### src/rtl/mem_bus_arbiter.sv
// Arbitrates the shared processor<->memory bus between instruction prefetch and the LSQ,
// and routes each returning tag back to the requester that owns it.
module mem_bus_arbiter #(
    parameter int XLEN          = 32,
    parameter int STARVE_LIMIT  = 4,
    parameter int MAX_FETCH_OUT = 4,
    parameter int NUM_TAGS      = 16
) (
    input  logic            clock,
    input  logic            reset,
    input  logic            fetch_req,
    input  logic [XLEN-1:0] fetch_addr,
    input  logic            take_branch,
    output logic            fetch_accepted,
    output logic            fetch_rvalid,
    output logic [63:0]     fetch_rdata,
    input  logic            data_req,
    input  logic [1:0]      data_cmd,
    input  logic [XLEN-1:0] data_addr,
    input  logic [63:0]     data_wdata,
    output logic            data_accepted,
    output logic            data_rvalid,
    output logic [63:0]     data_rdata,
    output logic [1:0]      proc2mem_command,
    output logic [XLEN-1:0] proc2mem_addr,
    output logic [63:0]     proc2mem_data,
    input  logic [3:0]      mem2proc_response,
    input  logic [63:0]     mem2proc_data,
    input  logic [3:0]      mem2proc_tag,
    output logic [0:0]      debug_state
);

    localparam logic [1:0] BUS_NONE  = 2'd0;
    localparam logic [1:0] BUS_LOAD  = 2'd1;
    localparam logic [1:0] BUS_STORE = 2'd2;

    localparam logic [0:0] DATA_PRI    = 1'b0;
    localparam logic [0:0] FETCH_FORCE = 1'b1;

    localparam int SW = $clog2(STARVE_LIMIT + 1);
    localparam int CW = $clog2(NUM_TAGS + 1);

    logic [0:0]          state, state_nxt;
    logic [SW-1:0]       starve_cnt, starve_nxt;
    logic [NUM_TAGS-1:0] tag_valid, tag_owner, tag_squash;
    logic [NUM_TAGS-1:0] valid_nxt, owner_nxt, squash_nxt;
    logic [CW-1:0]       fetch_out_cnt;
    logic                fetch_elig, sel_fetch, sel_data, ret_hit, alloc;

    // Outstanding fetches are derived from the table so the count can never drift from it.
    always_comb begin
        fetch_out_cnt = '0;
        for (int i = 1; i < NUM_TAGS; i++) begin
            fetch_out_cnt = fetch_out_cnt + CW'(tag_valid[i] && !tag_owner[i] && !tag_squash[i]);
        end
    end

    assign fetch_elig = fetch_req && (fetch_out_cnt < CW'(MAX_FETCH_OUT)) && !take_branch;

    always_comb begin
        sel_fetch = 1'b0;
        sel_data  = 1'b0;
        if (!reset) begin
            if (state == FETCH_FORCE) begin
                sel_fetch = fetch_elig;
                sel_data  = data_req && !fetch_elig;
            end else begin
                sel_data  = data_req;
                sel_fetch = fetch_elig && !data_req;
            end
        end
    end

    always_comb begin
        proc2mem_command = BUS_NONE;
        proc2mem_addr    = '0;
        proc2mem_data    = '0;
        if (sel_fetch) begin
            proc2mem_command = BUS_LOAD;
            proc2mem_addr    = fetch_addr;
        end else if (sel_data) begin
            proc2mem_command = data_cmd;
            proc2mem_addr    = data_addr;
            proc2mem_data    = (data_cmd == BUS_STORE) ? data_wdata : 64'd0;
        end
    end

    assign fetch_accepted = sel_fetch && (mem2proc_response != 4'd0);
    assign data_accepted  = sel_data && (mem2proc_response != 4'd0);
    assign alloc          = fetch_accepted || (data_accepted && data_cmd == BUS_LOAD);

    assign ret_hit      = !reset && (mem2proc_tag != 4'd0) && tag_valid[mem2proc_tag];
    assign data_rvalid  = ret_hit && tag_owner[mem2proc_tag];
    assign fetch_rvalid = ret_hit && !tag_owner[mem2proc_tag] && !tag_squash[mem2proc_tag];
    assign data_rdata   = data_rvalid ? mem2proc_data : 64'd0;
    assign fetch_rdata  = fetch_rvalid ? mem2proc_data : 64'd0;
    assign debug_state  = state;

    // Squash, then retire the returning tag, then allocate: a tag reused this cycle keeps its new owner.
    always_comb begin
        valid_nxt  = tag_valid;
        owner_nxt  = tag_owner;
        squash_nxt = tag_squash;
        if (take_branch) begin
            squash_nxt = squash_nxt | (tag_valid & ~tag_owner);
        end
        if (ret_hit) begin
            valid_nxt[mem2proc_tag]  = 1'b0;
            owner_nxt[mem2proc_tag]  = 1'b0;
            squash_nxt[mem2proc_tag] = 1'b0;
        end
        if (alloc) begin
            valid_nxt[mem2proc_response]  = 1'b1;
            owner_nxt[mem2proc_response]  = data_accepted;
            squash_nxt[mem2proc_response] = 1'b0;
        end
    end

    always_comb begin
        starve_nxt = starve_cnt;
        if (fetch_accepted || !fetch_req) begin
            starve_nxt = '0;
        end else if (fetch_elig && !sel_fetch && starve_cnt != SW'(STARVE_LIMIT)) begin
            starve_nxt = starve_cnt + SW'(1);
        end
        state_nxt = state;
        if (state == DATA_PRI) begin
            if (starve_nxt == SW'(STARVE_LIMIT)) state_nxt = FETCH_FORCE;
        end else if (fetch_accepted || !fetch_req) begin
            state_nxt = DATA_PRI;
        end
    end

    always_ff @(posedge clock) begin
        if (reset) begin
            state      <= DATA_PRI;
            starve_cnt <= '0;
            tag_valid  <= '0;
            tag_owner  <= '0;
            tag_squash <= '0;
        end else begin
            state      <= state_nxt;
            starve_cnt <= starve_nxt;
            tag_valid  <= valid_nxt;
            tag_owner  <= owner_nxt;
            tag_squash <= squash_nxt;
        end
    end

endmodule

### config.mk
export PLATFORM = sky130hd
export DESIGN_NAME = mem_bus_arbiter
export DESIGN_NICKNAME = d
export VERILOG_FILES = /design/src/rtl/mem_bus_arbiter.sv
export SDC_FILE = /design/constraint.sdc
export NUM_CORES = 1
export LEC_CHECK = 0
export ABC_AREA = 0
export BUFFER_PORTS_ARGS = -buffer_cell sky130_fd_sc_hd__buf_2
export CORE_AREA = 2 2 172 174
export DETAILED_ROUTE_END_ITERATION = 8
export DIE_AREA = 0 0 174 176
export SYNTH_ARGS = -nofsm -noshare
export SYNTH_HDL_FRONTEND = slang
export SYNTH_SLANG_ARGS = --single-unit
### constraint.sdc
create_clock -name clock -period 4.7 [get_ports clock]
set_input_delay 0.94 -clock clock [delete_from_list [all_inputs] [get_ports clock]]
set_output_delay 0.94 -clock clock [all_outputs]
set_load 0.005 [all_outputs]
* Word level (Yosys, flattened, before mapping) *
Cells that the tools add are included.
W data, S select, Z words.

word-level totals
  bits in registers = 52
  input bits = 207
  output and inout port bits = 231
  logic and storage cells = 163

cells by class
  add/subtract/negate cells = 15
  order comparisons = 5
  equality and inequality tests = 4
  mux-type cells = 36
  bitwise gates (word level) = 10
  reduce and logical (&&, ||, !) cells = 88

operators with widths
  cell                   number
  $mux W64               5
  $mux W16               7
  $and A16 B16 Y16       5
  $mux W32               2
  $add A5 B1 Y5          10
  $not A16 Y16           3
  $logic_and A1 B1 Y1    46
  $logic_not A1 Y1       38
  $or A16 B16 Y16        2
  $bwmux W16             1
  $bmux W1 S4            3
  $mux W1                12
  $lt A4 B5 Y1 const B   2
  $demux W1 S4           2
  $ge A4 B1 Y1 const B   2
  $reduce_bool A4 Y1     2
  $mux W3                2
  $add A4 B1 Y5          1
  $lt A5 B3 Y1 const B   1
  $add A3 B1 Y4          1
  $mux W2                2
  $add A2 B1 Y3          1
  $add A3 B1 Y3 const B  1
  $eq A3 B3 Y1 const B   1
  other kinds (5)        6

* Logic depth before layout (Yosys ltp) *
  depth in word-level cells = 31
  depth in mapped cells = 15
  mapped depth without buffers = 14

* Least setup slack after synthesis *
No wires, ideal clock.

  path kind = reg-to-output
  start point = register tag_valid[2]
  end point = output proc2mem_data[0]
  data arrival time = 4.057 ns
  data required time = 3.760 ns
  setup slack = -0.297 ns
  stages on the path, launching flop included = 16
  path buffers = 2
  cells stage by stage = dfxtp_1 > nor3b_1 > fa_1 > inv_1 > fa_1 > fa_1 > inv_1 > fa_1 > ha_1 > and4bb_2 > o21ai_1 > a31oi_2 > and3b_1 > buf_2 > clkbuf_1 > and2_1

between the ends
  longest elaborated chain between the ends = 25
  elaborated cells between the ends (all ways) = 28
  those cells by class = add/sub: 14; order compare: 1; mux: 6; reduce/logical: 7

RTL lines
  item                                 line  RTL
  start: declaration                   45    logic [NUM_TAGS-1:0] tag_valid, tag_owner, tag_squash;
  start signal: assignment             144   tag_valid <= valid_nxt;
  $logic_and A1 B1 Y1 * (2 in series)  54    fetch_out_cnt = fetch_out_cnt + CW'(tag_valid[i] && !tag_owner[i] && !tag_squash[i]);
  $add A1 B1 Y2 *                      54
  $add A2 B1 Y3 *                      54
  $add A3 B1 Y4 *                      54
  $add A4 B1 Y5 *                      54
  $add A5 B1 Y5 * (10 in series)       54
  $lt A5 B3 Y1 *                       58    assign fetch_elig = fetch_req && (fetch_out_cnt < CW'(MAX_FETCH_OUT)) && !take_branch;
  $logic_and A1 B1 Y1 * (2 in series)  58
  $logic_not A1 Y1                     66    sel_data = data_req && !fetch_elig;
  $logic_and A1 B1 Y1                  66
  $mux W1                              64    if (state == FETCH_FORCE) begin
  $mux W1                              63    if (!reset) begin
  $mux W64                             81    end else if (sel_data) begin
  $mux W64 *                           78    if (sel_fetch) begin
  end: declaration                     26    output logic [63:0] proc2mem_data,

Every way passes the cells marked *; elsewhere a longest branch is shown, timed or not.

* Final worst setup path *
  start point = register tag_valid[6]
  end point = output proc2mem_data[8]

between the ends
  longest elaborated chain between the ends = 21
  elaborated cells between the ends (all ways) = 24
  those cells by class = add/sub: 10; order compare: 1; mux: 6; reduce/logical: 7

RTL lines
  item                                 line
  $logic_and A1 B1 Y1 * (2 in series)  54
  $add A5 B1 Y5 * (10 in series)       54
  $lt A5 B3 Y1 *                       58
  $logic_and A1 B1 Y1 * (2 in series)  58
  $logic_not A1 Y1                     66
  $logic_and A1 B1 Y1                  66
  $mux W1                              64
  $mux W1                              63
  $mux W64                             81
  $mux W64 *                           78

Marked as above.

==> flow_summary.toml <==
[outcome]
status = "finished, violations left"
violations = "setup timing"

[floorplan]
io-pin-count = 438
rows = 62
start_util = 0.1715
dieArea_um2 = 30620
die-width_um = 174
die_h_um = 176
fp.coreArea_um2 = 28550

[hold_path]
min_from = "tag_owner[0]"
hold_depth = 2
hold_path.class = "flop to flop"
hold_end = "tag_owner[0]"

[worst_setup_path]
criticalPathCategory = "flop to output pin"
crit_fanout = 11
slowest_stage = "fa_1"
path_cells = "nor3b_2, fa_1, inv_2, fa_1, fa_1, inv_2, fa_1, ha_1, and4bb_2, o21ai_4, a31oi_4, and3b_2, buf_12, clkbuf_16, and2_1, buf_2"
rrSetupSlack_ns = 0.31
reg2reg_to = "starve_cnt[1]"
endpoint_kind = "output pin"
crit_buf_inv = 5
cp_top_family = "adder cells"
reg2reg_depth = 15
critPathMostFrequentCell = "fa_1"
critPathLaunchType = "flop"
critical_path_required_ns = 3.76
cpPeakStageDelay_ns = 0.55
reg2reg_from = "tag_valid[6]"
critical_path_arrival_ns = 4.47

[synthesis]
synth-edff-count = 0
yosysMostFrequentCell = "and2_1"
async_flop_share = 0
ys_warn_count = 0
synth_area_leaders = "dfxtp_1, and2_1, and3_1"
synth_top_area_frac = 0.2126
seq_area_frac_synth = 0.2126
ys.flop_type = "dfxtp_1"
synth_common_cells = "and2_1, and3_1, dfxtp_1"
ys_ff_latch = 52
synth_top_cell_by_area = "dfxtp_1"
postSynthAreaPerCell_um2 = 7.935
syn-instance-count = 617
synth_area_um2 = 4896
ys_types = 58
synth_nets = 837

[power_and_ir_drop]
leakagePower_nw = 4.680
powerDensity_nw_per_um2 = 129.5
p_total_w = 0.001091
peakVddDrop_v = 0.0001482

[cts]
insertion_delay_ns = 0.29
cts-root-buf = "clkbuf_16"
cts_sinks = 52
cts_hold_buf = 0
cts_buffer_depth = 2
htree_levels = 2
clk_pin_slew_ns = 0.06
cts_made_buffers = 5
tritoncts = "built"

[detailed_routing]
wl_met3_um = 1782
viasPerCell = 4.391
highest_layer = "met5"
wl_per_cell_um = 16.91
drc = 0
vias = 6328
drtAntennaViolNets = 0
drtIter0Drc = 394
m1WireLength_um = 11180
dr_wl_met2_um = 11230
wl_um = 24360
dr.pass1.iters = 5

[sta]
fin_hold_ws_ns = 0.4530
min_period_ns = 5.406
tns_ns = -60.45
finalSetupViolations = 100
drv_slew = 0
layout_setup_ws_ns = -0.7057
finalHoldViolCount = 0
finClkSkew_ns = 0.004379
tightest_slew_ns = 0.8479
relSlewSlack = 0.4295
period_share = 1.150
max_freq_mhz = 185.0
rsz0062_at_grt = "yes"

[finish]
seq_area_um2 = 1050
final_area_um2 = 8424
stdcell_count = 1441
layout-drive-gt1-share = 0.5639
area_growth_syn_to_layout_pct = 72.07
nets = 1277
n_antenna_cell = 0
multi_input_area_um2 = 3699
nFillCells = 3100

[placement]
dpl_cell_area_um2 = 7767
io_buffer_count = 437
dp_hpwl_um = 19710
place_inst = 1427
gp_congestion = 0.9169

[grt]
grt_use_total = 0.1436
grt_pass1_vias = 5793
grt-ovfl-total = 0
grt_max_degree = 66
antenna_found_initial = 3
grt_pass1_wl_um = 34650

[job]
drv_cap = 0
-- layout by cell type (no fill, tap or decap), types with 6 or more instances in the layout --
cell type    n
buf_12       6
nand4_1      6
mux2i_1     19
and2_1      85
dfxtp_2      7
fa_1         8
nand3_1     14
buf_6       44
o21ai_0      8
nor3b_1      7
a22o_1      31
nand2b_1     7
buf_4       34
a31oi_1     12
a31o_2      11
and2_4      51
nor2b_1     13
and3_1      76
nor2_1      16
clkbuf_16    9
nand2_1     28
buf_2      396
mux4_2       9
a21oi_1     19
dfxtp_1     45
nor3_1       6
inv_1       26
-- worst max path at each step --
stage	start	to	depth (start not counted)
after floorplan	tag_valid[10]	proc2mem_data[33]	15
final	tag_valid[6]	proc2mem_data[8]	16
after CTS	tag_valid[6]	proc2mem_data[28]	16
after detailed placement	tag_valid[6]	proc2mem_data[36]	16
after global placement	tag_valid[4]	proc2mem_addr[25]	14
after global routing	tag_squash[2]	proc2mem_data[0]	16
-- layout make-up --
type,instances,area share
clock buffer,6,0.01530
inverter,29,0.01292
multi-input combinational,485,0.4390
sequential,52,0.1246
timing repair buffer,484,0.3505
tap,384,0.05703
clock inverter,1,0.0005941
-- state kept, by name, summed over array words and instances, names as in the netlist --
signal / count
tag_squash: 16
tag_valid: 16
starve_cnt: 3
debug_state: 1
tag_owner: 16
-- stage by stage --
stage | setup slack [ns] | utilization
3_3_place_gp | -0.2985 | 0.2721
3_5_place_dp | -0.3594 | 0.2721
5_1_grt | -0.8393 | 0.2951
6_report | -0.7057 | 0.2951
2_1_floorplan | -0.1301 | -
4_1_cts | -0.6576 | 0.2772
-- per-layer routing --
layer	vias to the layer above	global-route usage
met4	6	0.01576
met1	3013	0.2073
met3	16	0.03036
li1	3043	-
met2	250	0.2261
met5	-	0
-- logic make-up after synthesis --
family                   Yosys count  synth area share
AND/OR/NAND/NOR                  337            0.4099
AO/OA/AOI/OAI                    103            0.1590
buffers and inverters             80           0.08459
flip-flops                        52            0.2126
multiplexers                      30           0.08484
adder cells (fa/ha/maj)           13           0.04549
XOR/XNOR                           2          0.003578
-- where the power goes --
part	internal (W)	switching, W
combinational	0.000149	0.000148
clock	0.000194	0.000154
sequential	0.000443	0.00000269
-- worst register-to-register path, delay by kind of cell (launching register included) --
family | cells | cell delay [ns]
buffers and inverters | 4 | 0.43
adders and majority gates | 5 | 2.11
muxes | 1 | 0.19
and+or+nand+nor | 4 | 0.97
AOI/OAI and AO/OA | 1 | 0.25
DFF | 1 | 0.32
-- timing repair --
item,in CTS,in global routing
pin swaps,2,12
setup buffers,0,2
cloned,0,6
endpoints found under the setup margin,100,100
resized for setup,4,80
No activity file was read; power rests on OpenSTA's default activity.
